$ cat config.mk
export PLATFORM = sky130hd
export DESIGN_NAME = mid_weight_streamer
export DESIGN_NICKNAME = d
export VERILOG_FILES = /design/src/rtl/mid_weight_streamer.sv
export SDC_FILE = /design/constraint.sdc
export NUM_CORES = 2
export LEC_CHECK = 0
export CAP_MARGIN = 25
export CELL_PAD_IN_SITES_DETAIL_PLACEMENT = 1
export CELL_PAD_IN_SITES_GLOBAL_PLACEMENT = 2
export CORE_MARGIN = 2
export CORE_UTILIZATION = 40
export DETAILED_ROUTE_END_ITERATION = 7
export GPL_TIMING_DRIVEN = 0
export PLACE_DENSITY_LB_ADDON = 0.3
export SLEW_MARGIN = 0
export SYNTH_ARGS = -nofsm -noshare
export SYNTH_HDL_FRONTEND = slang
export SYNTH_SLANG_ARGS = --single-unit
$ cat constraint.sdc
create_clock -name clk -period 5.49 [get_ports clk]
set_clock_uncertainty 0.15 [all_clocks]
set_input_delay 1.098 -clock clk [delete_from_list [all_inputs] [get_ports clk]]
set_output_delay 1.098 -clock clk [all_outputs]
set_load 0.005 [all_outputs]
$ cat src/rtl/mid_weight_streamer.sv
// Producer end of the midlayer weight interface: a host-loaded register file
// streamed out in index order over a valid/ready handshake.
module mid_weight_streamer #(
    parameter  int LENGHT_I = 32,
    parameter  int LENGHT_O = 8,
    parameter  int WIDTH_W  = 9,
    localparam int N        = LENGHT_I * LENGHT_O,
    localparam int ADDR_W   = (N > 1) ? $clog2(N) : 1
) (
    input  logic               clk,
    input  logic               rst_n,
    input  logic               wr_en,
    input  logic [ADDR_W-1:0]  wr_addr,
    input  logic [WIDTH_W-1:0] wr_data,
    output logic               wr_err,
    input  logic               start,
    input  logic               abort,
    output logic               busy,
    output logic               done,
    output logic               w_valid,
    input  logic               w_ready,
    output logic [WIDTH_W-1:0] w_o,
    output logic [ADDR_W-1:0]  w_idx,
    output logic               w_row_last,
    output logic               w_last
);

    localparam logic [1:0] S_IDLE   = 2'd0;
    localparam logic [1:0] S_STREAM = 2'd1;
    localparam logic [1:0] S_DONE   = 2'd2;

    localparam int                COL_W    = (LENGHT_I > 1) ? $clog2(LENGHT_I) : 1;
    localparam logic [COL_W-1:0]  COL_LAST = COL_W'(LENGHT_I - 1);
    localparam logic [ADDR_W-1:0] IDX_LAST = ADDR_W'(N - 1);
    localparam logic [ADDR_W:0]   N_EXT    = (ADDR_W + 1)'(N);

    logic [WIDTH_W-1:0] r_mem [N];
    logic [1:0]         r_state;
    logic [ADDR_W-1:0]  r_idx;
    logic [COL_W-1:0]   r_col;
    logic [WIDTH_W-1:0] r_wo;
    logic               r_valid;
    logic               r_row_last;
    logic               r_last;
    logic               r_done;
    logic               r_wr_err;

    logic               w_busy;
    logic               w_addr_ok;
    logic               w_wr_commit;
    logic               w_start;
    logic               w_accept;
    logic [ADDR_W-1:0]  w_idx_nxt;
    logic [COL_W-1:0]   w_col_nxt;
    logic [WIDTH_W-1:0] w_first;

    assign w_busy      = (r_state == S_STREAM);
    assign w_addr_ok   = ({1'b0, wr_addr} < N_EXT);
    assign w_wr_commit = wr_en && !w_busy && w_addr_ok;
    assign w_start     = (r_state == S_IDLE) && start && !abort;
    assign w_accept    = r_valid && w_ready;
    assign w_idx_nxt   = r_idx + ADDR_W'(1);
    assign w_col_nxt   = (r_col == COL_LAST) ? '0 : r_col + COL_W'(1);
    // A write to entry 0 in the same cycle as start must reach the first beat.
    assign w_first     = (w_wr_commit && (wr_addr == '0)) ? wr_data : r_mem[0];

    always_ff @(posedge clk or negedge rst_n) begin
        if (!rst_n) begin
            for (int i = 0; i < N; i++) r_mem[i] <= '0;
        end else if (w_wr_commit) begin
            r_mem[wr_addr] <= wr_data;
        end
    end

    always_ff @(posedge clk or negedge rst_n) begin
        if (!rst_n) r_wr_err <= 1'b0;
        else        r_wr_err <= wr_en && (w_busy || !w_addr_ok);
    end

    always_ff @(posedge clk or negedge rst_n) begin
        if (!rst_n) begin
            r_state    <= S_IDLE;
            r_idx      <= '0;
            r_col      <= '0;
            r_wo       <= '0;
            r_valid    <= 1'b0;
            r_row_last <= 1'b0;
            r_last     <= 1'b0;
            r_done     <= 1'b0;
        end else begin
            r_done <= 1'b0;
            case (r_state)
                S_IDLE: begin
                    if (w_start) begin
                        r_state    <= S_STREAM;
                        r_valid    <= 1'b1;
                        r_idx      <= '0;
                        r_col      <= '0;
                        r_wo       <= w_first;
                        r_row_last <= (COL_LAST == '0);
                        r_last     <= (IDX_LAST == '0);
                    end
                end
                S_STREAM: begin
                    // Abort takes priority, even over acceptance of the final beat.
                    if (abort) begin
                        r_state    <= S_IDLE;
                        r_valid    <= 1'b0;
                        r_row_last <= 1'b0;
                        r_last     <= 1'b0;
                    end else if (w_accept) begin
                        if (r_last) begin
                            r_state    <= S_DONE;
                            r_valid    <= 1'b0;
                            r_row_last <= 1'b0;
                            r_last     <= 1'b0;
                            r_done     <= 1'b1;
                        end else begin
                            r_idx      <= w_idx_nxt;
                            r_col      <= w_col_nxt;
                            r_wo       <= r_mem[w_idx_nxt];
                            r_row_last <= (w_col_nxt == COL_LAST);
                            r_last     <= (w_idx_nxt == IDX_LAST);
                        end
                    end
                end
                S_DONE:  r_state <= S_IDLE;
                default: r_state <= S_IDLE;
            endcase
        end
    end

    assign wr_err     = r_wr_err;
    assign busy       = w_busy;
    assign done       = r_done;
    assign w_valid    = r_valid;
    assign w_o        = r_wo;
    assign w_idx      = r_idx;
    assign w_row_last = r_row_last;
    assign w_last     = r_last;

endmodule

==> flow_metrics.env <==
export IMPL_nets=7515
export IMPL_cts_sinks=2333
export IMPL_synth_simple_gate_area_share_pct=3.59
export IMPL_busiest_layer="met2"
export IMPL_io_pins=46
export IMPL_htreeDepth=5
export IMPL_post_route_drc_count=3
export IMPL_gr_usage_all_layers_pct=30.7
export IMPL_core_area_sq_mm=0.265
export IMPL_violations="design-rule violations"
export IMPL_setup_slack_ns=0.0318
export IMPL_synth_xor_area_share_pct=0.106
export IMPL_synthCells=7072
export IMPL_ys_flop_type="dfrtp_1"
export IMPL_crit_arrival_ns=6.17
export IMPL_clk_path_buf_depth=4
export IMPL_crit_fanout=10
export IMPL_clk_pin_slew_worst_paths_ns=0.06
export IMPL_io_buffer_count=39
export IMPL_outcome="complete, but fails checks"
export IMPL_grt_max_degree=191
export IMPL_critical_path_slowest_cell="xnor2_2"
export IMPL_min_path_type="input port to async pin"
export IMPL_cap_violations=0
export IMPL_grt_pass1_wl_mm=580
export IMPL_met1_usage_pct=40.6
export IMPL_endpoint_kind="flop"
export IMPL_synth_cell_type_count=65
export IMPL_start_util_pct=40.2
export IMPL_syn_area_sq_mm=0.107
export IMPL_final_cell_mix="2337 x mux2_2, 2332 x dfrtp_1, 595 x nand2_1"
export IMPL_viasPerCell=6.12
export IMPL_hpwl_mm=297
export IMPL_totalWireLength_mm=417
export IMPL_area_growth_syn_to_layout_pct=15.0
export IMPL_die_w_um=520
export IMPL_gp_congestion=0.949
export IMPL_path_class="flop to flop"
export IMPL_cp_common_cell="buf_2"
export IMPL_fp_dieH_um=520
export IMPL_cts_tree="done"
export IMPL_antenna_found_initial=54
export IMPL_clk_latency_ns=0.93
export IMPL_drive_gt1_share_pct=48.2
export IMPL_final_common_cell="mux2_2"
export IMPL_hold_viol=0
export IMPL_syn_nets=7100
export IMPL_hold_buffers=0
export IMPL_crit_chain="ha_1 -> buf_4 -> xnor2_2 -> buf_2 -> buf_2 -> nand2_1 -> a311oi_2 -> nand4_1 -> nand3_2 -> a2bb2oi_1"
export IMPL_use_met2_pct=45.9
export IMPL_finalCritPeriodShare_pct=99.4
export IMPL_post_place_ws_ns=-2.55
export IMPL_dieArea_sq_mm=0.270
export IMPL_synth_edff_count=0
export IMPL_wl_per_cell_um=37.2
export IMPL_root_buffer="clkbuf_16"
export IMPL_worst_pin_slew_ns=1.24
export IMPL_hold_ws_ns=0.0133
export IMPL_yosysTopAreaCellShare_pct=54.8
export IMPL_synth_compound_area_share_pct=1.73
export IMPL_grt_ovfl_total=0
export IMPL_ir_worst_vdd_mv=0.297
export IMPL_async_flop_share_pct=100
export IMPL_postSynthAreaPerCell_sq_um=15.1
export IMPL_worstPathRequired_ns=6.20
export IMPL_row_count=189
export IMPL_crit_family="buffers and inverters"
export IMPL_drtIter0Drc=6843
export IMPL_fmax_mhz=183
export IMPL_postRouteAntennaNets=0
export IMPL_critPathMaxStageDelay_ns=0.82
export IMPL_via_count=68600
export IMPL_cts_buffers=283
export IMPL_synth_top_family_by_area="multiplexers"
export IMPL_synth_largest_area_cell="dfrtp_1"
export IMPL_drt_pass1_iterations=8
export IMPL_setup_viol=0
export IMPL_yosys_area_share_adder_pct=0.0587
export IMPL_yosys_register_bits=2333
export IMPL_rsz0062_at_grt="false"
export IMPL_timing_critical_path_buf_inv=3
export IMPL_slew_headroom_pct=17.2
export IMPL_ys_seq_area_share_pct=54.8
export IMPL_grtUsageMet3_pct=8.42
export IMPL_tns_ns=0
export IMPL_critPathLaunchType="flop"
export IMPL_grt_pass1_vias=72700
export IMPL_post_route_min_period_ns=5.46
export IMPL_synth_top_cells_by_area="dfrtp_1 55%, mux2_2 25%, mux4_2 11%"
export IMPL_ys_warn_count=0
export IMPL_power_density_mw_per_mm2=348
export IMPL_p_leak_nw=58.5
export IMPL_final_max_slew_viol_count=0
export IMPL_synth_mux_area_share_pct=37.4
==> worst paths after layout <==
| kind | from | end | slack, ns | cells past startpoint |
|---|---|---|---|---|
| setup / recovery | w_idx[1] | w_o[8] | 0.03 | 10 |
| hold / removal | rst_n | r_mem[2135] | 0.01 | 1 |
| setup reg to reg | w_idx[1] | w_o[8] | 0.03 | 10 |
| hold reg to reg | r_col[4] | r_col[4] | 0.33 | 2 |
| max in group asynchronous | rst_n | r_mem[426] | 1.97 | 4 |
| min in group clk | r_col[4] | r_col[4] | 0.33 | 2 |
==> metal layers <==
layer	wire, um	up-vias
li1	-	27100
met1	170000	37900
met2	185000	2778
met3	35500	888
met4	26500	16
met5	172	-
==> final cells by class <==
class	instances	area [sq um]
plain buffers	542	2840
clock inverters	62	607
fillers	25900	143000
well taps	3533	4420
diodes	17	42.5
repair buffers	131	1850
flip-flops and latches	2333	58400
clock buffers	404	8260
inverters	6	27.5
multi-input cells	4190	46100
==> kinds of logic (layout without fill, tap and decap cells) <==
| logic type | after synthesis | count (layout) |
|---|---|---|
| muxes | 3003 | 3003 |
| other | 0 | 17 |
| DFF | 2333 | 2333 |
| and+or+nand+nor | 903 | 903 |
| buffers and inverters | 549 | 1145 |
| AOI/OAI and AO/OA | 267 | 267 |
| xor gates and xnor gates | 12 | 12 |
| adders and majority gates | 5 | 5 |
==> stage by stage <==
step                std cells  util [%]  cell area (sq um)  power (W)
floorplan                7072         -             107000     0.0212
global placement        10600      42.0             111000     0.0240
detailed placement      10700      42.6             113000     0.0244
CTS                     11200      46.2             122000     0.0428
global route            11200      46.2             122000     0.0437
finish                  11200      46.2             123000     0.0427
==> what timing repair did <==
item | 4_1_cts | 5_1_grt
pin swaps | 10 | 6
resized for setup | 166 | 13
setup buffers | 1 | 0
endpoints found under the setup margin | 10 | 9
==> flip-flops by register name, summed over array words and instances, names as in the netlist <==
signal / flops
wr_err: 1
w_valid: 1
r_col: 5
w_row_last: 1
r_state: 2
r_mem: 2304
w_idx: 8
done: 1
w_last: 1
w_o: 9
==> synth_stat cells (all sizes together) (2+ instances only) <==
| cell | n |
|---|---|
| mux2 | 2377 |
| dfrtp | 2333 |
| nand2 | 602 |
| mux4 | 540 |
| clkbuf | 374 |
| buf | 169 |
| nand3 | 126 |
| mux2i | 86 |
| nor2 | 78 |
| a31oi | 54 |
| o21ai | 54 |
| o22ai | 45 |
| a32oi | 39 |
| nand4 | 27 |
| nor3 | 22 |
| a21oi | 14 |
| a311oi | 10 |
| nand2b | 10 |
| o31ai | 10 |
| a221oi | 9 |
| and3 | 9 |
| a222oi | 8 |
| a22o | 8 |
| inv | 6 |
| nor2b | 6 |
| xnor2 | 6 |
| xor2 | 6 |
| ha | 5 |
| nor4 | 5 |
| or2 | 5 |
| nor3b | 3 |
| a21bo | 2 |
| a21boi | 2 |
| a221o | 2 |
| a22oi | 2 |
| o21a | 2 |
| or3 | 2 |
| or4 | 2 |
==> report_power, final <==
part | internal, W | switching (W)
clock network | 0.0109 | 0.00747
registers | 0.0179 | 0.000380
logic | 0.00208 | 0.00400
(Power assumes the default switching activity.)
